## config.mk

```make
export PLATFORM = sky130hd
export DESIGN_NAME = block_transfer_sequencer
export DESIGN_NICKNAME = d
export VERILOG_FILES = /design/src/rtl/block_transfer_sequencer.sv
export SDC_FILE = /design/constraint.sdc
export NUM_CORES = 1
export LEC_CHECK = 0
export BUFFER_PORTS_ARGS = -buffer_cell sky130_fd_sc_hd__buf_2
export CAP_MARGIN = 15
export CORE_ASPECT_RATIO = 2
export CORE_MARGIN = 2
export CORE_UTILIZATION = 47
export DETAILED_ROUTE_END_ITERATION = 6
export PLACE_DENSITY = 0.73
export SLEW_MARGIN = 20
export SYNTH_ARGS = -nofsm -noshare
export SYNTH_HDL_FRONTEND = slang
export SYNTH_SLANG_ARGS = --single-unit
```

## constraint.sdc

```tcl
create_clock -name clock -period 1.93 [get_ports clock]
set_input_delay 0 -clock clock [delete_from_list [all_inputs] [get_ports clock]]
set_output_delay 0 -clock clock [all_outputs]
set_load 0.03 [all_outputs]
```

## src/rtl/block_transfer_sequencer.sv

```systemverilog
// Purpose: gathers WORDS input words into one block, runs the block engine once, and scatters the result to the output FIFO.
// Latency: 2*WORDS + L + 2 cycles per block with no stalls (L = engine start-to-done cycles); aborts after TIMEOUT wait cycles.
// Backpressure: in_empty stalls GATHER and out_full stalls DRAIN one cycle each, with no timeout and without advancing idx.
module block_transfer_sequencer #(
  parameter int WSIZE   = 32,
  parameter int WORDS   = 4,
  parameter int TIMEOUT = 256,
  parameter int CNTW    = 16
) (
  input  logic                     clock,
  input  logic                     reset_n,
  input  logic                     enable,
  input  logic                     clear_err,
  input  logic [WSIZE-1:0]         in_data,
  input  logic                     in_empty,
  output logic                     in_read_en,
  output logic [WSIZE*WORDS-1:0]   eng_block_in,
  output logic                     eng_start,
  input  logic                     eng_done,
  input  logic [WSIZE*WORDS-1:0]   eng_block_out,
  input  logic                     out_full,
  output logic                     out_write_en,
  output logic [WSIZE-1:0]         out_data,
  output logic                     busy,
  output logic [CNTW-1:0]          block_count,
  output logic                     timeout_err
);

  localparam int BSIZE = WSIZE * WORDS;
  localparam int IW    = $clog2(WORDS + 1);
  localparam int TW    = $clog2(TIMEOUT + 1);

  typedef enum logic [2:0] {
    S_IDLE,
    S_GATHER,
    S_START,
    S_WAIT,
    S_DRAIN
  } state_t;

  state_t           state;
  logic [IW-1:0]    idx;
  logic [TW-1:0]    timer;
  logic [BSIZE-1:0] block_q;
  logic [BSIZE-1:0] result_q;

  // FIFO strobes are pure decodes of state and the FIFO flags so a pop/push lands on the same edge that consumes it
  assign in_read_en   = (state == S_GATHER) && !in_empty;
  assign out_write_en = (state == S_DRAIN) && !out_full;
  assign eng_block_in = block_q;

  // Select result word idx, word 0 sitting in the MSBs
  always_comb begin
    out_data = '0;
    for (int i = 0; i < WORDS; i++) begin
      if (idx == IW'(i)) out_data = result_q[(WORDS-1-i)*WSIZE +: WSIZE];
    end
  end

  // Sequencer FSM: owns gather/pack, engine start/done handshake with timeout, unpack/drain, and status
  always_ff @(posedge clock or negedge reset_n) begin
    if (!reset_n) begin
      state       <= S_IDLE;
      idx         <= '0;
      timer       <= '0;
      block_q     <= '0;
      result_q    <= '0;
      eng_start   <= 1'b0;
      busy        <= 1'b0;
      block_count <= '0;
      timeout_err <= 1'b0;
    end else begin
      // A timeout later in this block overrides the clear, so a fresh error is never lost
      if (clear_err) timeout_err <= 1'b0;

      case (state)
        S_IDLE: begin
          if (enable) begin
            state <= S_GATHER;
            idx   <= '0;
            busy  <= 1'b1;
          end
        end

        S_GATHER: begin
          if (!in_empty) begin
            for (int i = 0; i < WORDS; i++) begin
              if (idx == IW'(i)) block_q[(WORDS-1-i)*WSIZE +: WSIZE] <= in_data;
            end
            if (idx == IW'(WORDS - 1)) begin
              idx       <= '0;
              state     <= S_START;
              eng_start <= 1'b1;
            end else begin
              idx <= idx + IW'(1);
            end
          end
        end

        S_START: begin
          eng_start <= 1'b0;
          timer     <= '0;
          state     <= S_WAIT;
        end

        S_WAIT: begin
          // The last wait cycle aborts even if done arrives in it: done at S+TIMEOUT is too late
          if (timer == TW'(TIMEOUT - 1)) begin
            timeout_err <= 1'b1;
            timer       <= '0;
            state       <= S_IDLE;
            busy        <= 1'b0;
          end else if (eng_done) begin
            result_q <= eng_block_out;
            idx      <= '0;
            state    <= S_DRAIN;
          end else begin
            timer <= timer + TW'(1);
          end
        end

        S_DRAIN: begin
          if (!out_full) begin
            if (idx == IW'(WORDS - 1)) begin
              idx         <= '0;
              block_count <= block_count + CNTW'(1);
              state       <= S_IDLE;
              busy        <= 1'b0;
            end else begin
              idx <= idx + IW'(1);
            end
          end
        end

        default: begin
          state <= S_IDLE;
          busy  <= 1'b0;
        end
      endcase
    end
  end

endmodule

```

==> metrics.yaml, run 1 <==
dp_slack_ns: 0.004270
ys_seq_elements: 290
dp.cells: 1559
yosysWarnings: 0
reg2reg_from: "idx[0]"
drtAntennaViolNets: 0
synth_top_area_share_pct: 59.91
reg2reg_to: "eng_block_in[12]"
cp_max_fo: 8
failed_checks: "setup timing"
synth_cell_type_count: 41
grt_use_met1_pct: 28.20
io_buffers: 347
rr_worst_depth: 7
async_flop_share_pct: 100.0
die_h_um: 231.0
grt_pass1_wl_mm: 56.93
die_area_um2: 27150
dp_hpwl_mm: 21.87
outcome: "finished, violations left"
antenna_found_initial: 4
ys_seq_area_share_pct: 59.91
yosysTopAreaCell: "dfrtp_1"
core_um2: 25550
routedWlPerCell_um: 22.06
grt_use_met3_pct: 4.060
drt-pass1-iter-count: 5
drt_wl_total_mm: 40.01
period_needed_ns: 2.329
netlist_area_um2: 12110
gr-usage-met2_pct: 50.31
grt_usage_pct: 26.73
synth_edf_count: 0
tightest_slew_ns: 0.6188
avgSynthCellArea_um2: 13.69
grt_overflow: 0
hold_viol_final: 0
peakVddDrop_mv: 1.321
clk_latency_ns: 0.55
start_util_pct: 47.41
synth_cells: 885
cts_tree: "yes"
power_density_nw_per_um2: 1716
cts_made_buffers: 25
drt_iter0_drc: 589
fin_util_pct: 71.12
setup_viol: 32
hp-class: "primary input to asynchronous set/reset pin"
synth_fp_nets: 1058
hold-worst-slack_ns: 0.02767
fin_skew_ns: 0.02312
drive_above_1_share_pct: 53.40
grt.busiest_layer: "met2"
critPathArrivalTime_ns: 2.33
clkTransAtPathRegs_ns: 0.07
grt_max_degree: 74
final_cells: 1814
r2r_setup_slack_ns: 0.05
endpoint: "out_data[14]"
synthTopCellsByCount: "dfrtp_1, mux2_2, o21ai_0"
critical_path_class: "flop to output port"
io_pins: 348
p_total_mw: 31.18
drc: 0
slew-limit-headroom_pct: 58.74
viasPerCell: 5.522
startpoint: "idx[1]"
root_buffer: "clkbuf_16"
leakage_nw: 8.747
clkSinkCount: 290
crit_path_end_kind: "output port"
max_cap_violations: 0
fin_ws_ns: -0.3992
nNetsFinal: 1628
nFillCells: 1666
route.vias.total: 10020
std_cell_rows: 83
slew_violations: 0
cts_buffer_depth: 3
die_w_um: 117.5
grt_pass1_vias: 10440
fin_crit_sh_pct: 120.7
synthFlopType: "dfrtp_1"
rsz0062_at_grt: "true"
fmax_mhz: 429.3
htree_levels: 1
startpoint_type: "flop"
place.gp.congestion: 0.8551
synth_most_common_cell: "dfrtp_1"
synth.area.top_cells: "dfrtp_1, mux2_2, o21ai_0"
area_growth_pct: 50.00
crit_required_ns: 1.93
## registers in the layout, summed over array words and instances, names as in the netlist
name	cells
state	3
result_q	128
timer	9
block_count	16
eng_block_in	128
idx	3
eng_start	1
timeout_err	1
busy	1
## kinds of logic (layout without fill, tap and decap cells)
kind of cell             after synthesis  in the layout  synth area share (%)
AO/OA/AOI/OAI                        131            131                 6.673
XOR/XNOR                              16             16                 1.157
flip-flops                           290            290                 59.91
adder cells (fa/ha/maj)                6              6                0.6198
AND/OR/NAND/NOR                      116            116                 4.803
multiplexers                         262            262                 24.31
other                                  0              4                     0
buffers and inverters                 64            649                 2.531
## cell usage in the layout, fill, tap and decap left out, types with 7 or more instances in the layout
cell,n
buf_6,17
nand2_1,53
nor2_1,14
o21ai_0,48
buf_4,72
nand4_1,10
o21ai_2,8
mux2_2,256
o21ai_1,24
dlygate4sd3_1,166
xor2_1,7
clkbuf_16,27
a21oi_1,8
xnor2_1,9
buf_12,22
dfrtp_1,289
buf_2,313
clkbuf_1,8
a221oi_4,12
a221oi_2,18
## worst max-delay path, cell delays in order (launching register included)
cell and delay (ns):
dfrtp_1 0.41, inv_2 0.12, ha_4 0.15, nor3b_4 0.25
buf_12 0.18, buf_16 0.17, a221oi_2 0.09, o21ai_1 0.21
buf_4 0.20
## stage by stage
stage | setup TNS, ns | cell area, µm²
final | -10.21 | 18170
after global routing | -12.94 | 18170
after CTS | -9.234 | 17450
after detailed placement | 0 | 14600
after global placement | 0 | 14600
after floorplan | 0 | 12110
## worst min-delay path by stage
stage / cells past startpoint / end
final: 2 / block_count[13]
after global routing: 2 / block_count[13]
after CTS: 2 / block_count[11]
after detailed placement: 1 / block_count[11]
after global placement: 1 / block_count[15]
after floorplan: 0 / block_count[0]
## area by class of cell
cell class	count	area, µm²	share of cell area, %
clock buffer	37	710.7	3.911
multi-input combinational	531	5026	27.66
inverter	7	28.78	0.1584
antenna	4	10.01	0.05509
timing repair buffer	600	4651	25.60
clock inverter	5	60.06	0.3305
sequential	290	7258	39.95
tap	340	425.4	2.341
## power breakdown
| part | total, mW | switching [mW] | leakage (nW) | internal [mW] |
|---|---|---|---|---|
| clock | 4.95 | 2.28 | 0.361 | 2.68 |
| sequential | 10.1 | 1.51 | 3.63 | 8.57 |
| combinational | 16.1 | 9.23 | 4.76 | 6.92 |
| total | 31.2 | 13.0 | 8.75 | 18.2 |
## what timing repair did
item                       in CTS  in global routing
setup endpoints to repair      45                192
gates resized for setup        67                 72
gates cloned                    5                  2
pin swaps                      20                 42
hold buffers                  166                  0
buffers inserted                5                 31
hold endpoints to repair      556                  0
## per-layer routing
layer,part of all wire [%],wire length [µm]
met5,0,0
met4,6.0,2404
met3,5.6,2239
met2,55,21970
met1,33,13400
(Power assumes the default switching activity.)
==> run 2: changes to the inputs <==
--- a/config.mk
+++ b/config.mk
@@ -10,7 +10,8 @@
 export CORE_ASPECT_RATIO = 2
 export CORE_MARGIN = 2
-export CORE_UTILIZATION = 47
+export CORE_UTILIZATION = 52
+export CTS_CLUSTER_DIAMETER = 150
 export DETAILED_ROUTE_END_ITERATION = 6
-export PLACE_DENSITY = 0.73
+export PLACE_DENSITY = 0.77
 export SLEW_MARGIN = 20
 export SYNTH_ARGS = -nofsm -noshare
==> constraint.sdc (replaced) <==
create_clock -name clock -period 2.33 [get_ports clock]
set_input_delay 0 -clock clock [delete_from_list [all_inputs] [get_ports clock]]
set_output_delay 0 -clock clock [all_outputs]
set_load 0.005 [all_outputs]
==> metrics.yaml, run 2 (synthesis results as in run 1) <==
crit_path_end_kind: "output port"
power_density_nw_per_um2: 1224
area_growth_pct: 40.80
rsz0062_at_grt: "true"
die_area_um2: 24600
die_w_um: 111.9
clkSinkCount: 290
nFillCells: 1422
leakage_nw: 8.343
hold-worst-slack_ns: 0.07811
max_cap_violations: 0
die_h_um: 219.8
crit_required_ns: 2.33
slew_violations: 0
root_buffer: "clkbuf_16"
grt_overflow: 0
startpoint_type: "flop"
routedWlPerCell_um: 20.97
drive_above_1_share_pct: 49.05
mostFrequentLayoutCells: "buf_2, dfrtp_1, mux2_2"
grt_pass1_wl_mm: 54.99
io_pins: 348
top_layer: "met4"
cts_made_buffers: 26
period_needed_ns: 2.268
viasPerCell: 5.645
placed_cell_area_um2: 14290
route.vias.total: 9636
fin_skew_ns: 0.009111
dr_wl_met3_mm: 2.404
critical_path_class: "flop to output port"
cts_tree: "yes"
nNetsFinal: 1574
finalInstanceArea_um2: 17060
std_cell_rows: 79
drt_iter0_drc: 478
met1_length_mm: 13.69
hold_viol_final: 0
clk_latency_ns: 0.54
peakVddDrop_mv: 1.165
drtAntennaViolNets: 0
core_um2: 23030
dp_hpwl_mm: 20.16
drt-pass1-iter-count: 7
path_cells: "inv_2, ha_2, nor3b_4, buf_6, clkbuf_16, a221oi_1, o21ai_1, buf_2"
io_buffers: 347
htree_levels: 1
cp_max_fo: 8
setup_viol: 0
fin_crit_sh_pct: 97.35
route.met2.wl_mm: 18.28
place.gp.congestion: 0.8176
grt_max_degree: 91
cts_buffer_depth: 3
cp_slowest_cell: "dfrtp_1"
critPathArrivalTime_ns: 2.27
fmax_mhz: 440.9
grt_usage_pct: 28.09
slew-limit-headroom_pct: 52.64
drt_wl_total_mm: 35.79
slowest_delay_ns: 0.40
tightest_slew_ns: 0.7104
hp-class: "primary input to asynchronous set/reset pin"
grt_pass1_vias: 10380
final_common_cell: "buf_2"
drc: 0
clkTransAtPathRegs_ns: 0.07
outcome: "finished clean"
antenna_found_initial: 3
start_util_pct: 52.59
## run 2: changes by cell type in the layout (fill, tap and decap cells not counted), moves of 5 or more
cell | before | now
a221oi_1 | 2 | 23
a221oi_2 | 18 | 9
a221oi_4 | 12 | 0
buf_12 | 22 | 11
buf_2 | 313 | 346
buf_4 | 72 | 12
buf_6 | 17 | 4
clkinv_2 | 0 | 5
o21ai_0 | 48 | 64
o21ai_1 | 24 | 16
o21ai_2 | 8 | 0
## run 2: repair_timing
item                                   CTS  global route
setup endpoints to repair                5            31
pin swaps                                0             3
cloned                                   1             2
setup buffers                            1             1
hold buffers                           168             0
endpoints found under the hold margin  386             0
resized for setup                        7            29
## run 2: final cells by class
type	instances	area (µm²)	share of cell area (%)
well taps	283	354.1	2.076
repair buffers	545	3861	22.64
multi-input cells	531	4649	27.26
flip-flops and latches	290	7258	42.56
clock inverters	10	131.4	0.7703
clock buffers	38	767.0	4.497
diodes	3	7.507	0.04402
inverters	7	26.28	0.1541
## run 2: metrics by stage
step / util, % / power, mW / setup WS (ns) / setup TNS [ns] / instances
2_1_floorplan: - / 12.13 / 0.3617 / 0 / 885
3_3_place_gp: 62.04 / 15.05 / 0.3912 / 0 / 1483
3_5_place_dp: 62.04 / 15.44 / 0.2626 / 0 / 1483
4_1_cts: 73.47 / 20.44 / -0.008390 / -0.008390 / 1701
5_1_grt: 74.05 / 21.99 / -0.02937 / -0.05235 / 1707
6_report: 74.05 / 20.88 / 0.06184 / 0 / 1707
## run 2: per-layer routing
| layer | vias to the layer above | track usage (%) |
|---|---|---|
| li1 | 4233 | - |
| met1 | 4825 | 34.26 |
| met2 | 472 | 47.80 |
| met3 | 106 | 5.693 |
| met4 | 0 | 13.37 |
| met5 | - | 0 |
## run 2: worst max-delay path, delay by kind of cell, from the launching register on
kind                     cells  cell delay (ns)
buffers and inverters        4             0.53
AO/OA/AOI/OAI                2             0.45
flip-flops                   1             0.40
adder cells (fa/ha/maj)      1             0.19
AND/OR/NAND/NOR              1             0.16
## run 2: worst paths after layout
path	start	slack [ns]	depth (start not counted)	endpoint
max in group asynchronous	reset_n	1.45	3	result_q[8]
max reg2reg	timer[0]	0.22	7	state[1]
min	reset_n	0.08	2	result_q[121]
min reg2reg	block_count[15]	0.47	1	block_count[15]
max	idx[0]	0.06	8	out_data[17]
min in group clock	clear_err	0.21	3	timeout_err
## run 2: report_power, final
part	internal, mW	switching [mW]	leakage, nW	total (mW)
sequential	7.10	1.22	3.63	8.32
combinational	4.31	3.78	4.28	8.08
clock	2.62	1.85	0.442	4.48
==> run 3: changes to the inputs <==
CELL_PAD_IN_SITES_DETAIL_PLACEMENT = 2   (was default)
CELL_PAD_IN_SITES_GLOBAL_PLACEMENT = 2   (was default)
CORE_UTILIZATION = 34   (was 52)
PLACE_DENSITY = 0.76   (was 0.77)
REMOVE_ABC_BUFFERS = 1   (was default)
clock period = 2.36 ns   (was 2.33 ns; I/O delays follow)
==> metrics.yaml, run 3 (synthesis results as in run 1) <==
clkSinkCount: 290
cts_made_buffers: 28
drt-pass1-iter-count: 4
fin_skew_ns: 0.01793
path_cells: "buf_4, ha_2, nor3b_4, buf_6, buf_12, a221oi_2, o21ai_1, buf_2"
grt_pass1_wl_mm: 74.03
tightest_slew_ns: 0.6874
rsz0062_at_grt: "true"
drive_above_1_share_pct: 51.54
fin_util_pct: 50.16
hold-worst-slack_ns: 0.01394
power_density_nw_per_um2: 1267
slowest_delay_ns: 0.41
multi_input_area_um2: 4947
dp_slack_ns: 0.1682
critical_path_buf_inv_count: 4
cts_buffer_depth: 3
fin_ws_ns: -0.03591
routedWlPerCell_um: 26.71
grt_overflow: 0
drtAntennaViolNets: 0
fmax_mhz: 417.4
drc: 0
fin_crit_sh_pct: 101.5
root_buffer: "clkbuf_16"
peakVddDrop_mv: 0.9273
p_sw_mw: 8.150
mostFrequentLayoutCells: "buf_2, dfrtp_1, mux2_2"
critPathArrivalTime_ns: 2.40
area_growth_pct: 45.23
core_um2: 35070
clkPwrFrac_pct: 20.6
cp_max_fo: 5
dp.cells: 1650
route.vias.total: 9771
slew_violations: 0
crit_required_ns: 2.36
io_pins: 348
setup_viol: 1
cts_tree: "yes"
die_area_um2: 37240
htree_levels: 1
die_w_um: 137.5
viasPerCell: 5.200
failed_checks: "setup timing"
critical_path_class: "flop to output port"
nNetsFinal: 1580
startpoint_type: "flop"
hp-class: "primary input to asynchronous set/reset pin"
nFillCells: 3335
leakage_nw: 8.431
grt_max_degree: 77
cp_slowest_cell: "dfrtp_1"
drt_iter0_drc: 248
std_cell_rows: 97
drt_wl_total_mm: 50.19
seq_power_share_pct: 38.1
outcome: "finished, violations left"
place.gp.congestion: 0.8025
grt_pass1_vias: 11970
grt_usage_pct: 26.65
die_h_um: 270.9
final_cells: 1879
slew-limit-headroom_pct: 54.17
crit_family: "buffers and inverters"
crit_path_end_kind: "output port"
p_int_mw: 14.14
dp_hpwl_mm: 29.45
hold_viol_final: 0
io_buffers: 347
period_needed_ns: 2.396
clk_latency_ns: 0.56
p_sw_share_pct: 36.57
clkTransAtPathRegs_ns: 0.07
final_common_cell: "buf_2"
p_comb_share_pct: 41.3
start_util_pct: 34.53
regArea_um2: 7258
antenna_found_initial: 8
max_cap_violations: 0
==> run 3: cell types whose count changed in the layout (fill, tap and decap cells not counted), moves of 3 or more <==
cell | previous run | this run
a221oi_2 | 9 | 20
nand2_2 | 0 | 3
nand2_1 | 53 | 50
diode_2 | 3 | 8
o21ai_2 | 0 | 5
a221oi_4 | 0 | 11
o21ai_1 | 16 | 25
buf_4 | 12 | 19
a221oi_1 | 23 | 1
o21ai_0 | 64 | 50
clkbuf_16 | 29 | 32
==> run 3: power by group through the flow <==
stage                     Clock (mW)  Sequential, mW  Combinational (mW)
after floorplan                    0            8.06                3.84
after global placement             0            8.02                7.40
after detailed placement           0            8.19                7.73
after CTS                       4.64            8.14                8.11
after global routing            4.89            8.70                9.87
final                           4.60            8.49                9.20
==> run 3: cell type report <==
type,count,share of cell area (%)
antenna,8,0.1138
clock buffer,41,4.723
clock inverter,8,0.3983
inverter,7,0.1494
multi-input combinational,531,28.12
sequential,290,41.26
tap,445,3.165
timing repair buffer,549,22.07
==> run 3: timing repair <==
action,CTS,global route
pin swaps,1,15
endpoints found under the hold margin,529,0
gates cloned,0,3
gates resized for setup,16,75
setup endpoints to repair,27,33
buffers inserted,0,3
hold buffers,166,0
==> run 3: final timing paths <==
path	cells past startpoint	endpoint	from	slack [ns]
worst max-delay path	8	out_data[31]	idx[0]	-0.04
worst min-delay path	2	result_q[17]	reset_n	0.01
worst max register to register	6	result_q[83]	timer[0]	0.11
worst min register to register	1	block_count[15]	block_count[15]	0.48
max in group asynchronous	3	result_q[71]	reset_n	1.50
min in group clock	3	timeout_err	clear_err	0.17
==> run 3: stage by stage <==
stage	setup TNS (ns)	area, µm²	power [mW]
2_1_floorplan	-488.50	11830	11.91
3_3_place_gp	0	14520	15.42
3_5_place_dp	0	14520	15.91
4_1_cts	0	17130	20.89
5_1_grt	-0.3588	17590	23.45
6_report	-0.03591	17590	22.29
==> run 3: routing by layer <==
| layer | wire (µm) | global-route usage (%) | up-vias |
|---|---|---|---|
| li1 | - | - | 4233 |
| met3 | 2040 | 4.478 | 139 |
| met2 | 28900 | 51.89 | 340 |
| met4 | 2930 | 15.06 | 0 |
| met1 | 16320 | 25.14 | 5059 |
| met5 | 0 | 0 | - |
